`src/rtl/multi_dataflow_job_ctrl.sv`:
```
// Job sequencer for the single-FIR multi-dataflow network: it latches a job, gates
// exactly len samples into the network and forwards len results to the sink.
module multi_dataflow_job_ctrl #(
    parameter int CNT_W   = 16,
    parameter int DATA_W  = 32,
    parameter int TIMEOUT = 1024
) (
    input  logic              clock,
    input  logic              reset,
    input  logic              start,
    input  logic              abort,
    input  logic [CNT_W-1:0]  len,
    input  logic [31:0]       coeff_in_0,
    input  logic [31:0]       coeff_in_1,
    input  logic [31:0]       coeff_in_2,
    input  logic [31:0]       coeff_in_3,
    output logic [31:0]       coeff_0_V,
    output logic [31:0]       coeff_1_V,
    output logic [31:0]       coeff_2_V,
    output logic [31:0]       coeff_3_V,
    input  logic [DATA_W-1:0] src_data,
    input  logic              src_valid,
    output logic              src_ready,
    output logic [DATA_W-1:0] net_in_data,
    output logic              net_in_wr,
    input  logic              net_in_full,
    input  logic [DATA_W-1:0] net_out_data,
    input  logic              net_out_wr,
    output logic              net_out_full,
    output logic [DATA_W-1:0] dst_data,
    output logic              dst_valid,
    input  logic              dst_ready,
    output logic              busy,
    output logic              done,
    output logic              err,
    output logic [CNT_W-1:0]  in_cnt,
    output logic [CNT_W-1:0]  out_cnt
);

    localparam int IDLE_W = $clog2(TIMEOUT + 1);

    typedef enum logic [2:0] {
        S_IDLE,
        S_LOAD,
        S_RUN,
        S_DRAIN,
        S_DONE
    } state_t;

    state_t              state_q, state_d;
    logic [CNT_W-1:0]    len_q, len_d;
    logic [3:0][31:0]    coeff_q, coeff_d;
    logic [CNT_W-1:0]    in_cnt_q, in_cnt_d;
    logic [CNT_W-1:0]    out_cnt_q, out_cnt_d;
    logic [IDLE_W-1:0]   idle_q, idle_d;
    logic                err_q, err_d;

    logic                in_run;
    logic                fwd_active;
    logic                in_fire;
    logic                out_fire;
    logic                in_last;
    logic                out_last;

    // Handshakes are pure functions of registered state and the peer's flag,
    // so the data path adds no latency.
    assign in_run       = (state_q == S_RUN);
    assign fwd_active   = (state_q == S_RUN) || (state_q == S_DRAIN);

    assign src_ready    = in_run && !net_in_full && (in_cnt_q < len_q);
    assign net_in_wr    = src_valid && src_ready;
    assign net_in_data  = src_data;

    assign dst_data     = net_out_data;
    assign dst_valid    = fwd_active && net_out_wr;
    assign net_out_full = fwd_active && !dst_ready;

    assign in_fire      = net_in_wr;
    assign out_fire     = dst_valid && dst_ready;
    assign in_last      = in_fire  && ((in_cnt_q  + CNT_W'(1)) == len_q);
    assign out_last     = out_fire && ((out_cnt_q + CNT_W'(1)) == len_q);

    assign coeff_0_V    = coeff_q[0];
    assign coeff_1_V    = coeff_q[1];
    assign coeff_2_V    = coeff_q[2];
    assign coeff_3_V    = coeff_q[3];

    assign busy         = (state_q == S_LOAD) || fwd_active;
    assign done         = (state_q == S_DONE);
    assign err          = err_q;
    assign in_cnt       = in_cnt_q;
    assign out_cnt      = out_cnt_q;

    always_comb begin
        state_d   = state_q;
        len_d     = len_q;
        coeff_d   = coeff_q;
        in_cnt_d  = in_cnt_q;
        out_cnt_d = out_cnt_q;
        idle_d    = '0;
        err_d     = err_q;

        if (in_fire) begin
            in_cnt_d = in_cnt_q + CNT_W'(1);
        end
        if (out_fire) begin
            out_cnt_d = out_cnt_q + CNT_W'(1);
        end

        case (state_q)
            S_IDLE: begin
                if (start) begin
                    in_cnt_d  = '0;
                    out_cnt_d = '0;
                    err_d     = 1'b0;
                    if (len != '0) begin
                        len_d   = len;
                        coeff_d = {coeff_in_3, coeff_in_2, coeff_in_1, coeff_in_0};
                        state_d = S_LOAD;
                    end else begin
                        state_d = S_DONE;
                    end
                end
            end
            S_LOAD: begin
                if (abort) begin
                    err_d   = 1'b1;
                    state_d = S_DONE;
                end else begin
                    state_d = S_RUN;
                end
            end
            // Abort wins over completion, but the coinciding transfer is still counted above.
            S_RUN: begin
                if (abort) begin
                    err_d   = 1'b1;
                    state_d = S_DONE;
                end else if (out_last) begin
                    state_d = S_DONE;
                end else if (in_last) begin
                    state_d = S_DRAIN;
                end
            end
            S_DRAIN: begin
                if (abort) begin
                    err_d   = 1'b1;
                    state_d = S_DONE;
                end else if (out_last) begin
                    state_d = S_DONE;
                end else if (!out_fire) begin
                    if (idle_q == IDLE_W'(TIMEOUT - 1)) begin
                        err_d   = 1'b1;
                        state_d = S_DONE;
                    end else begin
                        idle_d = idle_q + IDLE_W'(1);
                    end
                end
            end
            S_DONE: begin
                state_d = S_IDLE;
            end
            default: begin
                state_d = S_IDLE;
            end
        endcase
    end

    always_ff @(posedge clock or posedge reset) begin
        if (reset) begin
            state_q   <= S_IDLE;
            len_q     <= '0;
            coeff_q   <= '0;
            in_cnt_q  <= '0;
            out_cnt_q <= '0;
            idle_q    <= '0;
            err_q     <= 1'b0;
        end else begin
            state_q   <= state_d;
            len_q     <= len_d;
            coeff_q   <= coeff_d;
            in_cnt_q  <= in_cnt_d;
            out_cnt_q <= out_cnt_d;
            idle_q    <= idle_d;
            err_q     <= err_d;
        end
    end

endmodule

```
`config.mk`:
```
export PLATFORM = sky130hd
export DESIGN_NAME = multi_dataflow_job_ctrl
export DESIGN_NICKNAME = d
export VERILOG_FILES = /design/src/rtl/multi_dataflow_job_ctrl.sv
export SDC_FILE = /design/constraint.sdc
export NUM_CORES = 1
export LEC_CHECK = 0
export ABC_AREA = 1
export ABC_CLOCK_PERIOD_IN_PS = 12500
export CAP_MARGIN = 20
export CORE_AREA = 2 2 174 176
export DETAILED_ROUTE_END_ITERATION = 6
export DIE_AREA = 0 0 176 178
export HOLD_SLACK_MARGIN = 0.12
export PLACE_DENSITY_LB_ADDON = 0.05
export SYNTH_ARGS = -nofsm -noshare
export SYNTH_HDL_FRONTEND = slang
export SYNTH_SLANG_ARGS = --single-unit
```
`constraint.sdc`:
```
create_clock -name clock -period 12.5 [get_ports clock]
set_clock_uncertainty 0.15 [all_clocks]
set_input_delay 2.5 -clock clock [delete_from_list [all_inputs] [get_ports clock]]
set_output_delay 2.5 -clock clock [all_outputs]
set_load 0.01 [all_outputs]
```
==> run metrics <==
run status=complete, no violations; Worst Path Max Fanout=26; first-pass GRT wire length=46,650 um; vias=7,801; final wirelength=30,490 um; area grow syn2layout=38.27%; drt via density=4.652; Worst EP arrival=4520 ps; Reg clk slew, reported paths=70 ps; Net Count, Synth=1,256; Synth async-reset ratio=100.0%; largest net degree at the start of global routing=128; Crit Path Class=in2out; GRT Overall Usage=19.68%; max-slew violation count=0; Mapped Area=9752 um^2; Crit. End Element=output pin; clk_lat worst skew=440 ps; CTS tree=yes; port bufs=318; Num CTS Buffers=17; initial antenna violation count=4; Synth Instances=1,021; Tcrit/Tclk final=57.32%; count leader, synth=nand2_1; Buf/Inv on CP=2; total power=3.232 mW; CTS sink cnt=191; chip width=176 um; worst min path class=reg2reg; RSZ-0062 raised after global routing=no; FF+latch count, synth=191; synth warn=0; Hold Buf Count CTS=0; CP delay by family, top=buffers and inverters; row count=63; DR DRC count=0; Clock Root Buffer=clkbuf_16; max incr delay on CP=650 ps; wire length per cell=18.18 um; Critical Path Slowest Stage Cell=clkdlybuf4s50_1; minimum clock period=7165 ps; Netlist cell types=36; final setup fails=0; sequential cell area fraction in the yosys report=49.01%; Slew Limit Headroom=37.72%; initial core utilization=33.17%; CP Cell Sequence=clkdlybuf4s50_1 -> nor4_1 -> nand3_1 -> nor2_4 -> clkdlybuf4s50_1; achievable clock frequency=139.6 MHz; peak supply drop=124.5 uV; reg2reg path depth=13; GP Congestion=0.8288; TNS Setup=0 ps; Hold Path Stages=1; worst-margin pin slew=934.2 ps; main area contributors after synthesis=dfrtp_1, mux2_2, nand2_1, buf_4, inv_1; number of H-tree levels=4; synthesized area per cell=9.551 um^2; post-synth top area share=49.01%; Hold Crit Start=idle_q[0]; first drt pass iteration count=5; CP required=9850 ps; Critical R2R Launch=len_q[9]; vias in the first global route=8,034; count of cells resized by post-cts repair=0; most used cell along the critical path=clkdlybuf4s50_1; Chip Height=178 um; filler cell count=2,851; Hold EP=idle_q[0]; Post-synth top flop=dfrtp_1; share of layout cells above drive strength 1=14.46%; die footprint=31,330 um^2; Startpoint Class=input port; post-synth top area cell=dfrtp_1; number of flops mapped to enable cells by yosys=0; RR Endpoint=state_q[2]; DR iter-0 viols=370; reg-to-reg setup timing slack=9700 ps; gr ovfl total=0; layout net count=1,509; Pwr per Cell Area=239.7 nW/um^2; top post-synthesis cells by count=nand2_1, dfrtp_1, mux2_2, inv_1, nor2_1; core area=29,400 um^2; hpwl dp=23,060 um; io pins=447; Final Core Density=45.86%; Pleak=5.898 nW; CTS Buffer Depth=2; post-CTS setup buffers=0; max-cap violations=0; Hold Violations, Final=0; number of nets with antenna violations after routing=0
layer usage:
metal / track usage (%) / routed length (um)
met5: 0 / 41
met3: 8.014 / 2646
met4: 5.200 / 439
met2: 33.73 / 15360
met1: 22.86 / 12010
logic make-up (layout without fill, tap and decap cells):
group / Yosys count / after routing / share of synthesized area [%]
buf+inv: 187 / 452 / 9.867
fa+ha+maj: 19 / 19 / 2.438
xor+xnor: 11 / 11 / 1.424
other cells: 0 / 1 / 0
flops: 191 / 191 / 49.01
compound gates: 93 / 93 / 5.158
simple gates: 392 / 392 / 17.32
mux: 128 / 128 / 14.78
power by group:
group / internal, mW / total, mW / switching (mW) / leakage [nW]
logic: 0.854 / 1.56 / 0.707 / 3.29
clock network: 0.291 / 0.544 / 0.253 / 0.279
registers: 0.903 / 1.13 / 0.223 / 2.33
total: 2.05 / 3.23 / 1.18 / 5.90
sequential cells by signal, summed over array words and instances (netlist names):
| register | flops |
|---|---|
| coeff_0_V | 32 |
| coeff_1_V | 32 |
| coeff_2_V | 32 |
| coeff_3_V | 32 |
| in_cnt | 16 |
| len_q | 16 |
| out_cnt | 16 |
| idle_q | 11 |
| state_q | 3 |
| err | 1 |
metrics by stage:
| stage | hold slack (ps) | setup slack, ps | std cells | area (um^2) |
|---|---|---|---|---|
| 2_1_floorplan | 281.9 | 4651 | 1021 | 9752 |
| 3_3_place_gp | 305.5 | 5357 | 1644 | 12880 |
| 3_5_place_dp | 310.7 | 5319 | 1644 | 12880 |
| 4_1_cts | 320.1 | 5313 | 1675 | 13450 |
| 5_1_grt | 361.0 | 5177 | 1677 | 13480 |
| 6_report | 318.4 | 5335 | 1677 | 13480 |
how the worst max path moves through the flow:
| stage | from | to | slack, ps | depth (start not counted) |
|---|---|---|---|---|
| after detailed placement | net_in_full | net_in_wr | 5320 | 5 |
| after floorplan | reset | coeff_0_V[0] | 4650 | 1 |
| after global placement | net_in_full | net_in_wr | 5360 | 5 |
| final | net_in_full | net_in_wr | 5330 | 5 |
| after CTS | net_in_full | net_in_wr | 5310 | 5 |
| after global routing | net_in_full | net_in_wr | 5180 | 5 |
layout make-up:
class | count | area [um^2] | area share [%]
Timing Repair Buffer | 323 | 3241 | 24.03
Inverter | 98 | 375.4 | 2.784
Multi-Input combinational cell | 643 | 4028 | 29.87
Sequential cell | 191 | 4780 | 35.45
Tap cell | 390 | 488.0 | 3.619
Clock inverter | 11 | 103.9 | 0.7702
Clock buffer | 20 | 466.7 | 3.461
Antenna cell | 1 | 2.502 | 0.01856
cells in the final DEF (no fill, tap or decap), drive strengths merged:
cell           synthesis  final
clkbuf                 9     20
xor2                   7      7
nor4                   3      3
inv                   98    101
nand2                210    210
xnor3                  2      2
or2                    2      2
nor2                  88     88
buf                   80      5
diode                  0      1
o211ai                 7      7
nand3                 63     63
bufinv                 0      1
nor3b                  5      5
ha                    19     19
clkinvlp               0      2
nand4                 15     15
nand3b                 1      1
clkinv                 0      5
a211oi                 1      1
mux2                 128    128
o22ai                  1      1
dfrtp                191    191
o21ai                 36     36
a21oi                 41     41
a31oi                  4      4
o21bai                 2      2
xnor2                  1      1
o21a                   1      1
clkdlybuf4s50          0    318
nor3                   5      5
xor3                   1      1
No activity file was read; power rests on OpenSTA's default activity.
